### config.mk
export PLATFORM = sky130hd
export DESIGN_NAME = timer_ctrl
export DESIGN_NICKNAME = d
export VERILOG_FILES = /design/src/rtl/timer_pkg.sv /design/src/rtl/timer_prescaler.sv /design/src/rtl/timer_ctrl.sv
export SDC_FILE = /design/constraint.sdc
export NUM_CORES = 1
export LEC_CHECK = 0
export ABC_AREA = 1
export CORE_MARGIN = 2
export CORE_UTILIZATION = 45
export CTS_CLUSTER_DIAMETER = 200
export DETAILED_ROUTE_END_ITERATION = 8
export HOLD_SLACK_MARGIN = 0.08
export PLACE_DENSITY = 0.77
export REMOVE_ABC_BUFFERS = 1
export SLEW_MARGIN = 20
export SYNTH_ARGS = -nofsm -noshare
export SYNTH_HDL_FRONTEND = slang
export SYNTH_SLANG_ARGS = --single-unit
### constraint.sdc
create_clock -name clk -period 2.6 [get_ports clk]
set_input_delay 0.39 -clock clk [delete_from_list [all_inputs] [get_ports clk]]
set_output_delay 0.39 -clock clk [all_outputs]
set_load 0.05 [all_outputs]
### src/rtl/timer_pkg.sv
// rtl/timer_pkg.sv - shared constants and helpers for the timer control block
package timer_pkg;

    localparam int PCNT_W        = 8;
    localparam int TIMER_DIV_MAX = 8;

    localparam logic [11:0] ADDR_TCR   = 12'h000;
    localparam logic [11:0] ADDR_TDR0  = 12'h004;
    localparam logic [11:0] ADDR_TDR1  = 12'h008;
    localparam logic [11:0] ADDR_TCMP0 = 12'h00C;
    localparam logic [11:0] ADDR_TCMP1 = 12'h010;
    localparam logic [11:0] ADDR_TIER  = 12'h014;
    localparam logic [11:0] ADDR_TISR  = 12'h018;
    localparam logic [11:0] ADDR_THCSR = 12'h01C;

    localparam int TIMER_EN_BIT = 0;
    localparam int DIV_EN_BIT   = 1;
    localparam int DIV_VAL_LSB  = 8;
    localparam int DIV_VAL_MSB  = 11;

    localparam logic [3:0]  RST_DIV_VAL = 4'd1;
    localparam logic [63:0] RST_COMPARE = 64'hFFFF_FFFF_FFFF_FFFF;

    // Last pcnt value of a 2^div_val period; div_val=0 yields 0 (strobe every cycle).
    function automatic logic [PCNT_W-1:0] prescale_last(input logic [3:0] div_val);
        logic [PCNT_W:0] span;
        span = (PCNT_W+1)'(1) << div_val;
        return PCNT_W'(span - (PCNT_W+1)'(1));
    endfunction

endpackage

### src/rtl/timer_prescaler.sv
// rtl/timer_prescaler.sv - 2^N prescaler producing the registered count strobe
module timer_prescaler
    import timer_pkg::*;
(
    input  logic       clk,
    input  logic       rst_n,
    input  logic       timer_en,
    input  logic       div_en,
    input  logic [3:0] div_val,
    input  logic       halted,
    input  logic       clr,
    output logic       cnt_en
);

    logic [PCNT_W-1:0] pcnt;
    logic              at_last;

    assign at_last = (pcnt == prescale_last(div_val));

    always_ff @(posedge clk or negedge rst_n) begin
        if (!rst_n) begin
            pcnt   <= '0;
            cnt_en <= 1'b0;
        end else if (clr || !timer_en) begin
            pcnt   <= '0;
            cnt_en <= 1'b0;
        end else if (halted) begin
            cnt_en <= 1'b0;
        end else if (!div_en) begin
            cnt_en <= 1'b1;
        end else begin
            cnt_en <= at_last;
            pcnt   <= at_last ? '0 : pcnt + PCNT_W'(1);
        end
    end

endmodule

### src/rtl/timer_ctrl.sv
// rtl/timer_ctrl.sv - timer control registers, compare interrupt and halt handling
module timer_ctrl
    import timer_pkg::*;
#(
    parameter int ADDR_W  = 12,
    parameter int DATA_W  = 32,
    parameter int DIV_MAX = TIMER_DIV_MAX
) (
    input  logic              clk,
    input  logic              rst_n,
    input  logic              wr_en,
    input  logic              rd_en,
    input  logic [ADDR_W-1:0] addr,
    input  logic [DATA_W-1:0] wdata,
    output logic [DATA_W-1:0] rdata,
    output logic              pslverr,
    input  logic [63:0]       cnt_value,
    input  logic              dbg_mode,
    output logic              timer_en,
    output logic              cnt_en,
    output logic              tim_int
);

    logic        tcr_timer_en;
    logic        tcr_div_en;
    logic [3:0]  tcr_div_val;
    logic [63:0] compare;
    logic        int_en;
    logic        int_st;
    logic        halt_req;
    logic        halt_ack;

    logic        wr_tcr;
    logic        tcr_reject;
    logic        tcr_accept;
    logic        w1c_int;
    logic        cmp_hit;
    logic [3:0]  wr_div_val;
    logic [31:0] rd_word;

    assign wr_div_val = wdata[DIV_VAL_MSB:DIV_VAL_LSB];
    assign wr_tcr     = wr_en && (addr == ADDR_W'(ADDR_TCR));
    // While running, only timer_en may change; anything else drops the whole write.
    assign tcr_reject = wr_tcr && ((int'(wr_div_val) > DIV_MAX) ||
                        (tcr_timer_en && ((wdata[DIV_EN_BIT] != tcr_div_en) ||
                                          (wr_div_val != tcr_div_val))));
    assign tcr_accept = wr_tcr && !tcr_reject;
    assign w1c_int    = wr_en && (addr == ADDR_W'(ADDR_TISR)) && wdata[0];
    assign cmp_hit    = tcr_timer_en && (cnt_value == compare);
    assign halt_ack   = dbg_mode && halt_req;
    assign timer_en   = tcr_timer_en;

    always_ff @(posedge clk or negedge rst_n) begin
        if (!rst_n) begin
            tcr_timer_en <= 1'b0;
            tcr_div_en   <= 1'b0;
            tcr_div_val  <= RST_DIV_VAL;
            compare      <= RST_COMPARE;
            int_en       <= 1'b0;
            int_st       <= 1'b0;
            halt_req     <= 1'b0;
            tim_int      <= 1'b0;
            pslverr      <= 1'b0;
        end else begin
            pslverr <= tcr_reject;
            if (tcr_accept) begin
                tcr_timer_en <= wdata[TIMER_EN_BIT];
                tcr_div_en   <= wdata[DIV_EN_BIT];
                tcr_div_val  <= wr_div_val;
            end
            if (wr_en && (addr == ADDR_W'(ADDR_TCMP0))) compare[31:0]  <= wdata[31:0];
            if (wr_en && (addr == ADDR_W'(ADDR_TCMP1))) compare[63:32] <= wdata[31:0];
            if (wr_en && (addr == ADDR_W'(ADDR_TIER)))  int_en         <= wdata[0];
            if (wr_en && (addr == ADDR_W'(ADDR_THCSR))) halt_req       <= wdata[0];
            // A compare hit on the same cycle as a clear keeps the status set.
            int_st  <= cmp_hit || (int_st && !w1c_int);
            tim_int <= int_st && int_en;
        end
    end

    always_comb begin
        rd_word = '0;
        if (rd_en) begin
            case (addr)
                ADDR_W'(ADDR_TCR):   rd_word = {20'b0, tcr_div_val, 6'b0, tcr_div_en, tcr_timer_en};
                ADDR_W'(ADDR_TDR0):  rd_word = cnt_value[31:0];
                ADDR_W'(ADDR_TDR1):  rd_word = cnt_value[63:32];
                ADDR_W'(ADDR_TCMP0): rd_word = compare[31:0];
                ADDR_W'(ADDR_TCMP1): rd_word = compare[63:32];
                ADDR_W'(ADDR_TIER):  rd_word = {31'b0, int_en};
                ADDR_W'(ADDR_TISR):  rd_word = {31'b0, int_st};
                ADDR_W'(ADDR_THCSR): rd_word = {30'b0, halt_ack, halt_req};
                default:             rd_word = '0;
            endcase
        end
    end

    assign rdata = DATA_W'(rd_word);

    timer_prescaler u_prescaler (
        .clk      (clk),
        .rst_n    (rst_n),
        .timer_en (tcr_timer_en),
        .div_en   (tcr_div_en),
        .div_val  (tcr_div_val),
        .halted   (halt_ack),
        .clr      (tcr_accept),
        .cnt_en   (cnt_en)
    );

endmodule

## Word-level counts from Yosys, hierarchy flattened

Cells that the tools add are included.

- Flip-flop bits (word level): 84
- Input port bits: 113

- $add $sub $neg: 2
- Magnitude comparators: 1
- Eq/ne operators: 12
- Shifts and indexed selects: 1
- Multiplexer cells: 9
- Reduce and logical (&&, ||, !) cells: 24

Operator list:

| operator | number |
|---|---|
| one-hot mux 32 bit (8 select lines) | 1 |
| equality test 64 bit | 1 |
| equality test 12 x 5 -> 1 bit (second input constant) | 4 |
| 2-to-1 mux 32 bit | 1 |
| 2-to-1 mux 8 bit | 4 |
| equality test 12 x 4 -> 1 bit (second input constant) | 2 |
| logical AND 1 bit | 14 |
| equality test 12 x 3 -> 1 bit (second input constant) | 1 |
| logical NOT 12 bit | 1 |
| adder 8 x 1 -> 8 bit (second input constant) | 1 |
| equality test 8 bit | 1 |
| << shifter 1 x 4 -> 8 bit (first input constant) | 1 |
| subtractor 8 x 1 -> 8 bit (second input constant) | 1 |
| > comparator 4 bit (second input constant) | 1 |
| logical OR 1 bit | 4 |
| inequality test 4 bit | 1 |
| logical NOT 1 bit | 3 |
| 2-to-1 mux 1 bit | 3 |
| inequality test 2 x 1 -> 1 bit (second input constant) | 1 |
| AND reduction 2 bit | 1 |
| nonzero test 2 bit | 1 |
| inequality test 1 bit | 1 |

## Depth between registers and ports, before layout

- Depth after elaboration: 10
- Gate-level depth with buffers: 15

## Hierarchy

Synthesis repeated with hierarchy kept, for this count alone.

- Cell total of the unflattened synthesis: 955
- Area, all modules: 6198.4 sq um

By module, submodules not included:

| module | instances | cells an instance | area an instance (sq um) | sequential area each (sq um) |
|---|---|---|---|---|
| timer_ctrl | 1 | 829 | 5385.2 | 1958.1 |
| timer_prescaler | 1 | 126 | 813.3 | 225.2 |

## Worst setup path before layout

OpenSTA, ideal clock, no wires.

- Path type: input -> output
- Start: input addr[11]
- End: output rdata[0]
- Arrival time: 1.968 ns
- Data required time: 2.210 ns
- Setup slack: 0.242 ns
- Stages: 8
- Path through: nor2_2 -> nand2_2 -> nor2_2 -> nand3_2 -> buf_2 -> o21ai_0 -> nor2_1 -> a21oi_1

- Longest elaborated chain between the ends: 3
- Elaborated cells on any way between the ends: 10
- Those cells by class: eq/ne (7); mux (2); reduce/logical (1)

RTL lines:

| element | RTL line | source |
|---|---|---|
| from (decl) | timer_ctrl.sv:13 | `input logic [ADDR_W-1:0] addr,` |
| equality test 12 x 5 -> 1 bit (tied with other cells) | timer_ctrl.sv:84 | `case (addr)` |
| one-hot mux 32 bit (8 select lines) (*) | timer_ctrl.sv:84 |  |
| 2-to-1 mux 32 bit (*) | timer_ctrl.sv:83 | `if (rd_en) begin` |
| to (decl) | timer_ctrl.sv:15 | `output logic [DATA_W-1:0] rdata,` |

Every way passes the cells marked *; elsewhere a longest branch is shown, timed or not.

## Worst setup path after layout

- Start: input addr[0]
- End: output rdata[12]

Same word-level chain as after synthesis.

==> out/metrics.yaml <==
yosys:
  synth_mux_area_share_pct: 0
  avgSynthCellArea_sq_um: 6.593
  ys_seq_elements: 84
  ys_warn_count: 0
  synthFlopType: "dfstp_2"
  synthAdderAreaFrac_pct: 0.4212
  synthCells: 901
  synthSimpleGateAreaFrac_pct: 32.48
  synth_compound_area_share_pct: 14.60
  syn-cell-area_sq_mm: 0.005941
  synth_top_family_by_area: "simple AND/OR/NAND/NOR gates"
  synth_edf_count: 0
  synthXorXnorAreaFrac_pct: 4.570
  seq_area_frac_synth_pct: 36.75
  netlist-cell-type-count: 33
  ys_async_sr_fraction_pct: 100.0
setup_path:
  crit_type: "primary input to output port"
  arrival_ns: 2.15
  end_kind: "output port"
  cp.required_ns: 2.21
  rrSetupSlack_ns: 0.42
  rr_worst_depth: 13
  rr_startpoint: "tcr_div_val[3]$_DFFE_PN0P_"
  path_max_fanout: 10
  cp-endpoint: "rdata[12]"
  worstSetupStartpoint: "addr[0]"
  worst_setup_path_start_kind: "primary input"
  reg2reg_to: "u_prescaler.pcnt[7]$_DFFE_PN0P_"
finish:
  layout_commonest_cell: "nand2_1"
  most-common-layout-cells: "276 x nand2_1, 125 x inv_1, 107 x nor2_1"
  area.sequential_sq_mm: 0.002183
  fin_area_sq_mm: 0.008325
  multi_input_area_sq_mm: 0.003179
  num-fill-cells: 1130
  fin_nets: 1190
  area_growth_syn_to_layout_pct: 40.14
  drive_gt1_share_pct: 19.72
  stdcell_count: 1253
timing:
  slew_headroom_pct: 67.22
  fin_setup_tns_ns: 0
  finClkSkew_ns: 0.006729
  finalCritPeriodShare_pct: 97.80
  layout_setup_ws_ns: 0.05732
  min_period_ns: 2.543
  worst_pin_slew_ns: 0.4902
  finalHoldViolations: 0
  max_freq_ghz: 0.3933
  finalSetupViolCount: 0
  slew_viol_final: 0
global_routing:
  grt_pass1_wl_mm: 29.53
  grt.total_usage_pct: 26.43
  antenna_found_initial: 2
  grt_overflow: 0
  grt_max_degree: 52
  grt_pass1_vias: 6041
power_and_ir_drop:
  powerDensity_mw_per_mm2: 354.8
  fin_total_pwr_mw: 2.954
  ir_drop_uv: 336.5
  leakage_nw: 3.614
placed_design:
  place_ws_ns: -0.08155
  dp.cells: 1227
  place_area_sq_mm: 0.007725
  hpwlAfterDp_mm: 13.90
  numPortBuffers: 148
  routabilityCongestion: 0.8995
clock_network:
  cts_buffers: 9
  cts.sinks: 84
  cts_buffer_depth: 2
  root_buffer: "clkbuf_16"
  cts_htree_levels: 3
  clk_latency_ns: 0.35
  cts_tree: "yes"
  clk_pin_slew_ns: 0.06
floorplanning:
  die_w_um: 118.9
  die_y_um: 118.9
  die-area_sq_mm: 0.01414
  row_count: 41
  initial_utilization_pct: 46.51
  io_pins: 149
  core_area_sq_mm: 0.01277
detailed_routing:
  vias: 6452
  drt_pass1_iterations: 5
  wirelength_mm: 18.89
  vias_per_cell: 5.149
  wire_per_inst_um: 15.08
  drc: 0
  drtAntennaViolNets: 0
  dr.first_iter.drc_count: 520
min_path:
  hp-class: "register to register"
job:
  maxCapViolCount: 0
status:
  status: "complete, no violations"
-- through the flow --
stage,util [%],hold slack (ns)
global route,65.18,0.4932
CTS,63.47,0.4746
global placement,60.48,0.3765
detailed placement,60.48,0.3758
floorplan,-,0.09441
finish,65.18,0.4715
-- final cells by class --
class	count	area share [%]
Antenna cell	1	0.03006
Clock buffer	10	3.006
Clock inverter	6	0.4358
Inverter	136	6.372
Multi-Input combinational cell	654	38.19
Sequential cell	84	26.22
Tap cell	172	2.585
Timing Repair Buffer	190	23.16
-- routing by layer --
layer	track usage, %	routed length [um]	up-vias
met1	35.74	8264	2948
met3	5.364	1440	31
met4	10.86	492	2
li1	-	-	3175
met2	41.31	8680	296
met5	0	11	-
-- synth_stat cells, types with 8 or more instances --
cell type,count,share of area [%]
inv_1,127,8.0
xor2_1,13,1.9
inv_2,8,0.51
xnor2_1,18,2.7
o21ai_0,41,3.5
nand2_1,277,18
o21ai_1,68,5.7
nor2_2,15,1.6
dfstp_2,65,29
nor2_1,112,7.1
buf_2,20,1.7
dfrtp_1,19,8.0
o22ai_1,29,3.1
nand3_1,36,3.0
-- flip-flops by register name, indices dropped and copies added, names as in the netlist --
| register | cells |
|---|---|
| compare | 64 |
| halt_req | 1 |
| int_en | 1 |
| int_st | 1 |
| pslverr | 1 |
| tcr_div_en | 1 |
| tcr_div_val | 4 |
| tim_int | 1 |
| timer_en | 1 |
| u_prescaler.cnt_en | 1 |
| u_prescaler.pcnt | 8 |
-- power breakdown --
group | internal [mW] | switching (mW) | leakage, nW | total, mW
Combinational | 0.201 | 0.174 | 2.54 | 0.376
Clock | 0.700 | 0.553 | 0.140 | 1.25
Sequential | 1.32 | 0.00449 | 0.936 | 1.32
-- cell families (layout without fill, tap and decap cells) --
| family | Yosys count | count (layout) |
|---|---|---|
| AOI/OAI and AO/OA | 157 | 157 |
| xor gates and xnor gates | 31 | 31 |
| adders and majority gates | 2 | 2 |
| buffers and inverters | 163 | 342 |
| DFF | 84 | 84 |
| other | 0 | 1 |
| and+or+nand+nor | 464 | 464 |
-- timing repair --
action / in CTS / in global routing
setup endpoints to repair: 27 / 32
gates cloned: 0 / 1
hold buffers: 1 / 0
setup buffers: 0 / 7
pin swaps: 3 / 17
resized for setup: 26 / 36
endpoints found under the hold margin: 19 / 0
-- how the worst min path moves through the flow --
stage / from / to / slack, ns / cells after the start
5_1_grt: compare[63]$_DFFE_PN1P_ / compare[63]$_DFFE_PN1P_ / 0.49 / 2
6_report: compare[33]$_DFFE_PN1P_ / compare[33]$_DFFE_PN1P_ / 0.47 / 2
2_1_floorplan: rst_n / halt_req$_DFFE_PN0P_ / 0.09 / 0
3_5_place_dp: rst_n / tcr_div_val[1]$_DFFE_PN0P_ / 0.38 / 1
3_3_place_gp: rst_n / tcr_div_val[1]$_DFFE_PN0P_ / 0.38 / 1
4_1_cts: compare[63]$_DFFE_PN1P_ / compare[63]$_DFFE_PN1P_ / 0.47 / 2
-- worst max-delay path, cell delays in order --
cell,delay [ns]
dlygate4sd2_1,0.28
nor2_2,0.20
nand3_2,0.13
nor2_4,0.17
nand2_4,0.07
buf_8,0.15
buf_4,0.14
o22ai_1,0.16
nor2_1,0.09
nor2_2,0.18
buf_6,0.19
No activity file was read; power rests on OpenSTA's default activity.
